## src/rtl/parking_pkg.sv

```systemverilog
// Shared types and defaults for the parking gate controller.
package parking_pkg;

  typedef enum logic [2:0] {
    ST_IDLE       = 3'd0,
    ST_WAIT_PASS  = 3'd1,
    ST_ENTRY_OPEN = 3'd2,
    ST_EXIT_OPEN  = 3'd3,
    ST_LOCKOUT    = 3'd4
  } gate_state_t;

  typedef enum logic {
    LANE_ENTRY = 1'b0,
    LANE_EXIT  = 1'b1
  } lane_t;

  localparam logic [1:0] DEF_PASS_1      = 2'b01;
  localparam logic [1:0] DEF_PASS_2      = 2'b10;
  localparam int         DEF_CAPACITY    = 8;
  localparam int         DEF_CNT_W       = 4;
  localparam int         DEF_TIMEOUT     = 64;
  localparam int         DEF_RETRY_MAX   = 3;
  localparam int         DEF_LOCK_CYCLES = 256;

  // Bits needed to count 0..max(a,b)-1; never less than one bit.
  function automatic int timer_width(input int a, input int b);
    int m;
    m = (a > b) ? a : b;
    return (m <= 2) ? 1 : $clog2(m);
  endfunction

endpackage

```

## src/rtl/gate_timer.sv

```systemverilog
// Shared interval timer: counts up from zero, restarts on clear, and flags
// the cycle in which the count sits at the programmed terminal value.
module gate_timer #(
  parameter int W = 8
) (
  input  logic         clock_in,
  input  logic         rst_in,
  input  logic         clear,
  input  logic [W-1:0] limit,
  output logic         done
);

  logic [W-1:0] count;

  // Up-count, restarting whenever the owner changes interval.
  always_ff @(posedge clock_in) begin
    if (rst_in || clear) count <= '0;
    else                 count <= count + 1'b1;
  end

  assign done = (count == limit);

endmodule

```

## src/rtl/parking_gate_ctrl.sv

```systemverilog
// Barrier controller for one entry lane and one exit lane sharing a gate.
// Arbitrates requests, sequences password entry and tracks lot occupancy.
//
// state      | meaning
// -----------+----------------------------------------------------------
// IDLE       | gate down, looking for an eligible request
// WAIT_PASS  | entry granted, waiting for the password (red lamp)
// ENTRY_OPEN | gate up for an incoming car
// EXIT_OPEN  | gate up for an outgoing car
// LOCKOUT    | too many wrong passwords, all requests ignored
module parking_gate_ctrl
  import parking_pkg::*;
#(
  parameter int         CAPACITY    = DEF_CAPACITY,
  parameter int         CNT_W       = DEF_CNT_W,
  parameter logic [1:0] PASS_1      = DEF_PASS_1,
  parameter logic [1:0] PASS_2      = DEF_PASS_2,
  parameter int         TIMEOUT     = DEF_TIMEOUT,
  parameter int         RETRY_MAX   = DEF_RETRY_MAX,
  parameter int         LOCK_CYCLES = DEF_LOCK_CYCLES
) (
  input  logic             clock_in,
  input  logic             rst_in,
  input  logic             entry_req,
  input  logic             entry_done,
  input  logic             exit_req,
  input  logic             exit_done,
  input  logic [1:0]       pass_1,
  input  logic [1:0]       pass_2,
  input  logic             pass_valid,
  output logic             gate_open,
  output logic             grant_entry,
  output logic             grant_exit,
  output logic             G_LED,
  output logic             R_LED,
  output logic             alarm,
  output logic             lot_full,
  output logic [CNT_W-1:0] occupancy
);

  localparam int TMR_W = timer_width(TIMEOUT, LOCK_CYCLES);
  localparam int RTY_W = (RETRY_MAX < 2) ? 1 : $clog2(RETRY_MAX + 1);

  localparam logic [CNT_W-1:0] CAP_V    = CNT_W'(CAPACITY);
  localparam logic [TMR_W-1:0] TO_LIM   = TMR_W'(TIMEOUT - 1);
  localparam logic [TMR_W-1:0] LOCK_LIM = TMR_W'(LOCK_CYCLES - 1);
  localparam logic [RTY_W-1:0] RTY_V    = RTY_W'(RETRY_MAX);

  gate_state_t      state_q, state_d;
  lane_t            last_q, last_d;
  logic [RTY_W-1:0] retry_q, retry_d, retry_inc;
  logic [CNT_W-1:0] occ_q, occ_d;

  logic             entry_ok, exit_ok, pass_ok;
  logic             restart;
  logic             tmr_clear, tmr_done;
  logic [TMR_W-1:0] tmr_limit;

  assign entry_ok  = entry_req && (occ_q != CAP_V);
  assign exit_ok   = exit_req && (occ_q != '0);
  assign pass_ok   = (pass_1 == PASS_1) && (pass_2 == PASS_2);
  assign retry_inc = retry_q + RTY_W'(1);

  // The timer is held at zero in IDLE and restarts on any state change
  // or on a wrong password, so every waiting state gets a full interval.
  assign tmr_clear = (state_q == ST_IDLE) || (state_d != state_q) || restart;
  assign tmr_limit = (state_q == ST_LOCKOUT) ? LOCK_LIM : TO_LIM;

  gate_timer #(
    .W(TMR_W)
  ) u_timer (
    .clock_in (clock_in),
    .rst_in   (rst_in),
    .clear    (tmr_clear),
    .limit    (tmr_limit),
    .done     (tmr_done)
  );

  // State, arbitration history, retry count and occupancy registers.
  always_ff @(posedge clock_in) begin
    if (rst_in) begin
      state_q <= ST_IDLE;
      last_q  <= LANE_EXIT;
      retry_q <= '0;
      occ_q   <= '0;
    end else begin
      state_q <= state_d;
      last_q  <= last_d;
      retry_q <= retry_d;
      occ_q   <= occ_d;
    end
  end

  // Next-state logic; completion events take priority over the timeout.
  always_comb begin
    state_d = state_q;
    last_d  = last_q;
    retry_d = retry_q;
    occ_d   = occ_q;
    restart = 1'b0;
    case (state_q)
      ST_IDLE: begin
        if (entry_ok && (!exit_ok || last_q == LANE_EXIT)) begin
          state_d = ST_WAIT_PASS;
          last_d  = LANE_ENTRY;
        end else if (exit_ok) begin
          state_d = ST_EXIT_OPEN;
          last_d  = LANE_EXIT;
        end
      end
      ST_WAIT_PASS: begin
        if (pass_valid && pass_ok) begin
          state_d = ST_ENTRY_OPEN;
          retry_d = '0;
        end else begin
          if (pass_valid) begin
            retry_d = retry_inc;
            restart = 1'b1;
          end
          // A mismatch is counted before an abandon on the same edge; if it
          // was the last allowed attempt, lockout wins.
          if (pass_valid && (retry_inc == RTY_V)) begin
            state_d = ST_LOCKOUT;
          end else if (!entry_req || tmr_done) begin
            state_d = ST_IDLE;
            retry_d = '0;
          end
        end
      end
      ST_ENTRY_OPEN: begin
        if (entry_done) begin
          if (occ_q != CAP_V) occ_d = occ_q + CNT_W'(1);
          state_d = ST_IDLE;
        end else if (tmr_done) begin
          state_d = ST_IDLE;
        end
      end
      ST_EXIT_OPEN: begin
        if (exit_done) begin
          if (occ_q != '0) occ_d = occ_q - CNT_W'(1);
          state_d = ST_IDLE;
        end else if (tmr_done) begin
          state_d = ST_IDLE;
        end
      end
      ST_LOCKOUT: begin
        if (tmr_done) begin
          state_d = ST_IDLE;
          retry_d = '0;
        end
      end
      default: state_d = ST_IDLE;
    endcase
  end

  // Output decode from registered state only.
  always_comb begin
    gate_open   = 1'b0;
    grant_entry = 1'b0;
    grant_exit  = 1'b0;
    G_LED       = 1'b0;
    R_LED       = 1'b0;
    alarm       = 1'b0;
    case (state_q)
      ST_WAIT_PASS: begin
        R_LED       = 1'b1;
        grant_entry = 1'b1;
      end
      ST_ENTRY_OPEN: begin
        gate_open   = 1'b1;
        G_LED       = 1'b1;
        grant_entry = 1'b1;
      end
      ST_EXIT_OPEN: begin
        gate_open  = 1'b1;
        G_LED      = 1'b1;
        grant_exit = 1'b1;
      end
      ST_LOCKOUT: begin
        alarm = 1'b1;
        R_LED = 1'b1;
      end
      default: ;
    endcase
  end

  assign occupancy = occ_q;
  assign lot_full  = (occ_q == CAP_V);

endmodule

```

## config.mk

```make
export PLATFORM = sky130hd
export DESIGN_NAME = parking_gate_ctrl
export DESIGN_NICKNAME = d
export VERILOG_FILES = /design/src/rtl/parking_pkg.sv /design/src/rtl/gate_timer.sv /design/src/rtl/parking_gate_ctrl.sv
export SDC_FILE = /design/constraint.sdc
export NUM_CORES = 1
export LEC_CHECK = 0
export ABC_AREA = 1
export CAP_MARGIN = 5
export CORE_UTILIZATION = 54
export DETAILED_ROUTE_END_ITERATION = 7
export HOLD_SLACK_MARGIN = 0.12
export MAX_ROUTING_LAYER = met4
export PLACE_DENSITY = 0.83
export SKIP_LAST_GASP = 1
export SLEW_MARGIN = 5
export SYNTH_ARGS = -nofsm -noshare
export SYNTH_HDL_FRONTEND = slang
export SYNTH_SLANG_ARGS = --single-unit
```

## constraint.sdc

```tcl
create_clock -name clock_in -period 3.25 [get_ports clock_in]
set_input_delay 0.325 -clock clock_in [delete_from_list [all_inputs] [get_ports clock_in]]
set_output_delay 0.325 -clock clock_in [all_outputs]
set_load 0.02 [all_outputs]
```

==> metrics.txt <==
buffers inserted by post-CTS timing repair=0; worst reg2reg endpoint=u_timer.count[4]; net count reported at finish=193; CP arrival=1.73 ns; worst hold path stage count=1; post-route fraction of the period consumed by the critical path=0.632; number of vias per cell=5.23; number of buffers on the longest clock path=2; crit start category=flip-flop; yosys warns=0; Max-Cap Viols=0; area used by multi-input combinational logic=629 um^2; clock tree from TritonCTS=built; Total Negative Setup Slacks=0 ns; full die area=0.00220 mm^2; violation count after the first detailed-routing iteration=28; number of hold-repair buffers added at the cts stage=0; measured slew at the worst slew-check pin=0.248 ns; via count of the first global-routing pass=861; post-CTS resize count=0; part of the Yosys area used for sequential elements=0.330; IO Pins=22; placed cell areas=0.00132 mm^2; fraction of power consumed by combinational cells=0.139; final setup vio count=0; Die Wd=47.0 um; Sequential cell area=360 um^2; FILL cells=141; worst clock skew=0.00621 ns; via total after detailed routing=1052; deepest level of the CTS H-tree=1; first-pass GRT wire length=3550 um; total global routing overflow=0; overall fraction of global-route tracks in use=0.238; number of synthesized flops with an enable pin=0; average wire length per cell after detail routing=11.2 um; Post-Layout Inst Area=0.00136 mm^2; status=completed; clock buffer count from CTS=3; Worst EP required=2.92 ns; cells after synthesis=153; start-to-end type of the worst setup path=flip-flop to output port; Hold Path End=u_timer.count[0]; ant diodes=0; Hold Violations, Final=0; max-slew violation count=0; Sw Ratio=0.252; post-synthesis net count=169; estimated wirelength of the detail-placed design=1760 um; Sequential Power Share=0.535; Buffers on Ports=21; clock latency at the later pin of the worst-skew pair=0.30 ns; startpoint of the lowest-slack register-to-register path=u_timer.count[0]; dominant register cell in the synthesized netlist=dfxtp_1; Critical Path Sink Type=output port; post-route ant nets=0; total clock sinks=18; antenna violations before repair=0; Max FO, Critical Path=5; Hold Path Origin=u_timer.count[0]; drt drc=0; weighted congestion at the end of routability-driven global placement=0.926; CTS clock-pin slew for the worst setup and hold paths=0.11 ns; leakage power summed over all cells=0.590 nW; net switching power=0.108 mW; fraction of layout cells with a size suffix above 1=0.119; routed wire length=2260 um; floorplan core area=0.00180 mm^2; highest attainable clock frequency=487 MHz; power density normalized to cell area=317 mW/mm^2; largest net degree at the start of global routing=11; library cell used as clock root buffer=clkbuf_4; number of distinct library cell variants in the gate-level netlist after synthesis=26; part of the power in the clock network=0.326; Reg2Reg Setup Slack=1.44 ns; async set-reset flop share out of synthesis=0; starting density of the core=0.606; # rows=15; Register-to-Register Path Depth=9; crit path time final=2.05 ns; unrepaired setup endpoints after global routing=false; min-delay worst type=flip-flop to flip-flop; max-slew headroom at the worst pin=0.833; design internal power=0.322 mW; detailed-routing iteration count for the pre-antenna-repair pass=4; FF+latch count, synth=18; average size of a mapped cell=7.13 um^2; mapped cell area=0.00109 mm^2; area delta synth->final=24.4%; maximum vdd ir drop=0.313 mV; vertical extent of the die=47.0 um
worst max-delay path by stage:
stage	from	to	slack, ns	depth (start not counted)
3_3_place_gp	pass_valid	u_timer.count[5]	1.45	8
6_report	state_q[0]	alarm	1.20	4
2_1_floorplan	state_q[0]	occupancy[3]	1.51	9
5_1_grt	state_q[2]	grant_entry	1.10	6
3_5_place_dp	pass_valid	u_timer.count[4]	1.42	8
4_1_cts	state_q[0]	alarm	1.20	4
layout by cell type, fill, tap and decap left out, types with 5 or more instances in the layout:
master / synthesis / routed
o21ai_0: 5 / 5
nand2_2: 6 / 6
nand2_1: 22 / 22
inv_1: 21 / 21
a21oi_1: 12 / 12
dfxtp_1: 18 / 18
nor2_1: 17 / 17
nand3_1: 18 / 18
clkdlybuf4s50_1: 0 / 21
Yosys cell counts (3+ instances only):
cell / instances / area (um^2)
nand2_1: 22 / 82.6
inv_1: 21 / 78.8
dfxtp_1: 18 / 360
nand3_1: 18 / 90.1
nor2_1: 17 / 63.8
a21oi_1: 12 / 60.1
nand2_2: 6 / 37.5
o21ai_0: 5 / 25.0
ha_1: 4 / 50.1
xnor2_1: 4 / 35.0
xor2_1: 4 / 35.0
inv_2: 3 / 11.3
metrics by stage:
stage                     worst slack [ns]   util  instances  power (mW)  hold WS [ns]
after detailed placement              1.42  0.733        197       0.295         0.451
final                                 1.20  0.753        201       0.430         0.463
after global routing                  1.10  0.753        201       0.451         0.505
after floorplan                       1.51      -        153       0.269         0.394
after CTS                             1.20  0.753        201       0.432         0.470
after global placement                1.45  0.733        197       0.294         0.430
power by group through the flow:
stage / logic (mW) / clock network (mW) / registers (mW)
final: 0.0599 / 0.140 / 0.230
after global routing: 0.0666 / 0.154 / 0.231
after CTS: 0.0601 / 0.141 / 0.230
after detailed placement: 0.0599 / 0 / 0.235
after global placement: 0.0587 / 0 / 0.235
after floorplan: 0.0344 / 0 / 0.235
routing by layer:
layer,wire length (um),up-vias,GRT usage
met5,0,-,-
met4,29,0,0.0857
met3,111,5,0.0577
met2,1040,32,0.364
met1,1080,467,0.304
li1,-,548,-
kinds of logic (layout without fill, tap and decap cells):
group                    Yosys count  after routing  synth area share
AO/OA/AOI/OAI                     26             26             0.136
buffers and inverters             26             49            0.0929
AND/OR/NAND/NOR                   70             70             0.312
adder cells (fa/ha/maj)            5              5            0.0642
XOR/XNOR                           8              8            0.0642
flip-flops                        18             18             0.330
registers in the layout, indices dropped and copies added, names as in the netlist:
name and flops:
u_timer.count 8, state_q 3, occupancy 4, retry_q 2, last_q 1
critical path, stage by stage, from the launching register on:
cell             delay [ns]
dfxtp_1                0.36
nor2_2                 0.22
nand2_2                0.11
inv_1                  0.12
clkdlybuf4s50_1        0.62
layout make-up:
class	instances	area share
Clock buffer	4	0.0267
Inverter	24	0.0664
Multi-Input combinational cell	109	0.464
Sequential cell	18	0.265
Tap cell	25	0.0230
Timing Repair Buffer	21	0.155
(Power assumes the default switching activity.)
==> RTL change, RTL diff (same flow settings) <==
The 5 states of `gate_state_t` get a one-hot encoding in 5 bits.
--- a/src/rtl/parking_pkg.sv
+++ b/src/rtl/parking_pkg.sv
@@ -1,12 +1,12 @@
 // Shared types and defaults for the parking gate controller.
 package parking_pkg;
 
-  typedef enum logic [2:0] {
-    ST_IDLE       = 3'd0,
-    ST_WAIT_PASS  = 3'd1,
-    ST_ENTRY_OPEN = 3'd2,
-    ST_EXIT_OPEN  = 3'd3,
-    ST_LOCKOUT    = 3'd4
+  typedef enum logic [4:0] {
+    ST_IDLE       = 5'b00001,
+    ST_WAIT_PASS  = 5'b00010,
+    ST_ENTRY_OPEN = 5'b00100,
+    ST_EXIT_OPEN  = 5'b01000,
+    ST_LOCKOUT    = 5'b10000
   } gate_state_t;
 
   typedef enum logic {
Function: no difference found for any inputs over 10 cycles, from zero or initial values and one cycle with rst_in high; not proved beyond that.
==> RTL change against the unedited design <==
Power up 28%. Routed wire length up 26%. Sequential cell count up 2. Synthesized area up 16%. Worst setup slack worse by 0.22 ns. Critical path type unchanged. Synthesized cell count up 11%. Final area up 15%. Non-clock buffer count unchanged. Fmax down 9.9%.
==> RTL change: results (changes against the unedited design) <==
Outcome
  – Run status: finished clean

Logic synthesis
  – Post-Syn Nets: 186 (+10%)
  – Post-synth top cells: nand2_1 (29), inv_1 (24), dfxtp_1 (20)
  – Post-synthesis sequential area ratio: 31.6% (-1.4 points)
  – Synth Area per Inst: 7.46 sq um (+4.6%)
  – Post-synth cell types: 30 (+15%)

CTS
  – Clock transition at path regs: 0.13 ns (+0.02 ns)

GRT
  – Met3 usage: 3.64% (-2.1 points)
  – Met1 Usage GRT: 32.2% (+1.8 points)
  – Vias in the first global route: 1155 (+34%)
  – Largest net degree at the start of global routing: 13 (+2)
  – Met2 GRT Util: 42.7% (+6.3 points)
  – GRT Total Usage: 26.3% (+2.5 points)

Route
  – Via/cell ratio: 5.57 (+6.4%)
  – Routed met3 length: 194 um (+75%)
  – Routed WL: 2850 um (+26%)
  – WL/cell: 12.8 um (+14%)

Critical path
  – Arrival time at the worst endpoint: 1.95 ns (+0.22 ns)

Power and ir drop
  – Clock power frac: 38.6% (+6.0 points)
  – Int Pwr: 411 uW (+28%)
  – Lkg Pwr: 0.000698 uW (+18%)
  – Worst vdd ir: 0.302 mV (-3.4%)

Final layout
  – Nets: 211 (+9.3%)
  – Layout cell share with drive strength beyond 1: 13.4% (+1.5 points)

Placement
  – Worst Setup Slack post-DPL: 1.34 ns (-0.0738 ns)

STA
  – Rel. slew slack: 76.7% (-6.6 points)
[RTL change: changes by cell type after synthesis, sizes merged, moves of 2 or more]
cell,unedited run,this run
nand3,20,16
inv,24,27
xor2,4,6
nand2,28,34
nor3,1,3
dfxtp,18,20
nand4,1,9
[RTL change: path summary, 6_finish.rpt]
check	start	cells after the start	slack [ns]	to
setup / recovery	state_q[3]$_SDFF_PP0_	5	0.97	G_LED
hold / removal	u_timer.count[0]$_SDFF_PP0_	1	0.46	u_timer.count[0]$_SDFF_PP0_
setup reg to reg	state_q[3]$_SDFF_PP0_	11	1.28	occupancy[3]$_SDFFE_PP0P_
hold reg to reg	u_timer.count[0]$_SDFF_PP0_	1	0.46	u_timer.count[0]$_SDFF_PP0_
[RTL change: cells by family (layout without fill, tap and decap cells)]
| family | Yosys count | after routing | share of synthesized area (%) |
|---|---|---|---|
| AOI/OAI and AO/OA | 23 | 23 | 10.1 |
| xor gates and xnor gates | 9 | 9 | 6.22 |
| adders and majority gates | 5 | 5 | 5.53 |
| buffers and inverters | 28 | 52 | 8.59 |
| DFF | 20 | 20 | 31.6 |
| and+or+nand+nor | 85 | 85 | 38.0 |
[RTL change: through the flow]
| stage | cell area, sq um | util (%) |
|---|---|---|
| final | 1560 | 70.4 |
| after global routing | 1560 | 70.4 |
| after floorplan | 1270 | - |
| after detailed placement | 1510 | 68.0 |
| after global placement | 1510 | 68.0 |
| after CTS | 1560 | 70.4 |
[RTL change: cell type report]
type / instances / area, sq um
clock buffer: 3 / 22.5
multi-input combinational: 122 / 758
timing repair buffer: 21 / 210
tap: 28 / 35.0
inverter: 27 / 101
fill: 202 / 654
sequential: 20 / 400
clock inverter: 1 / 30.0
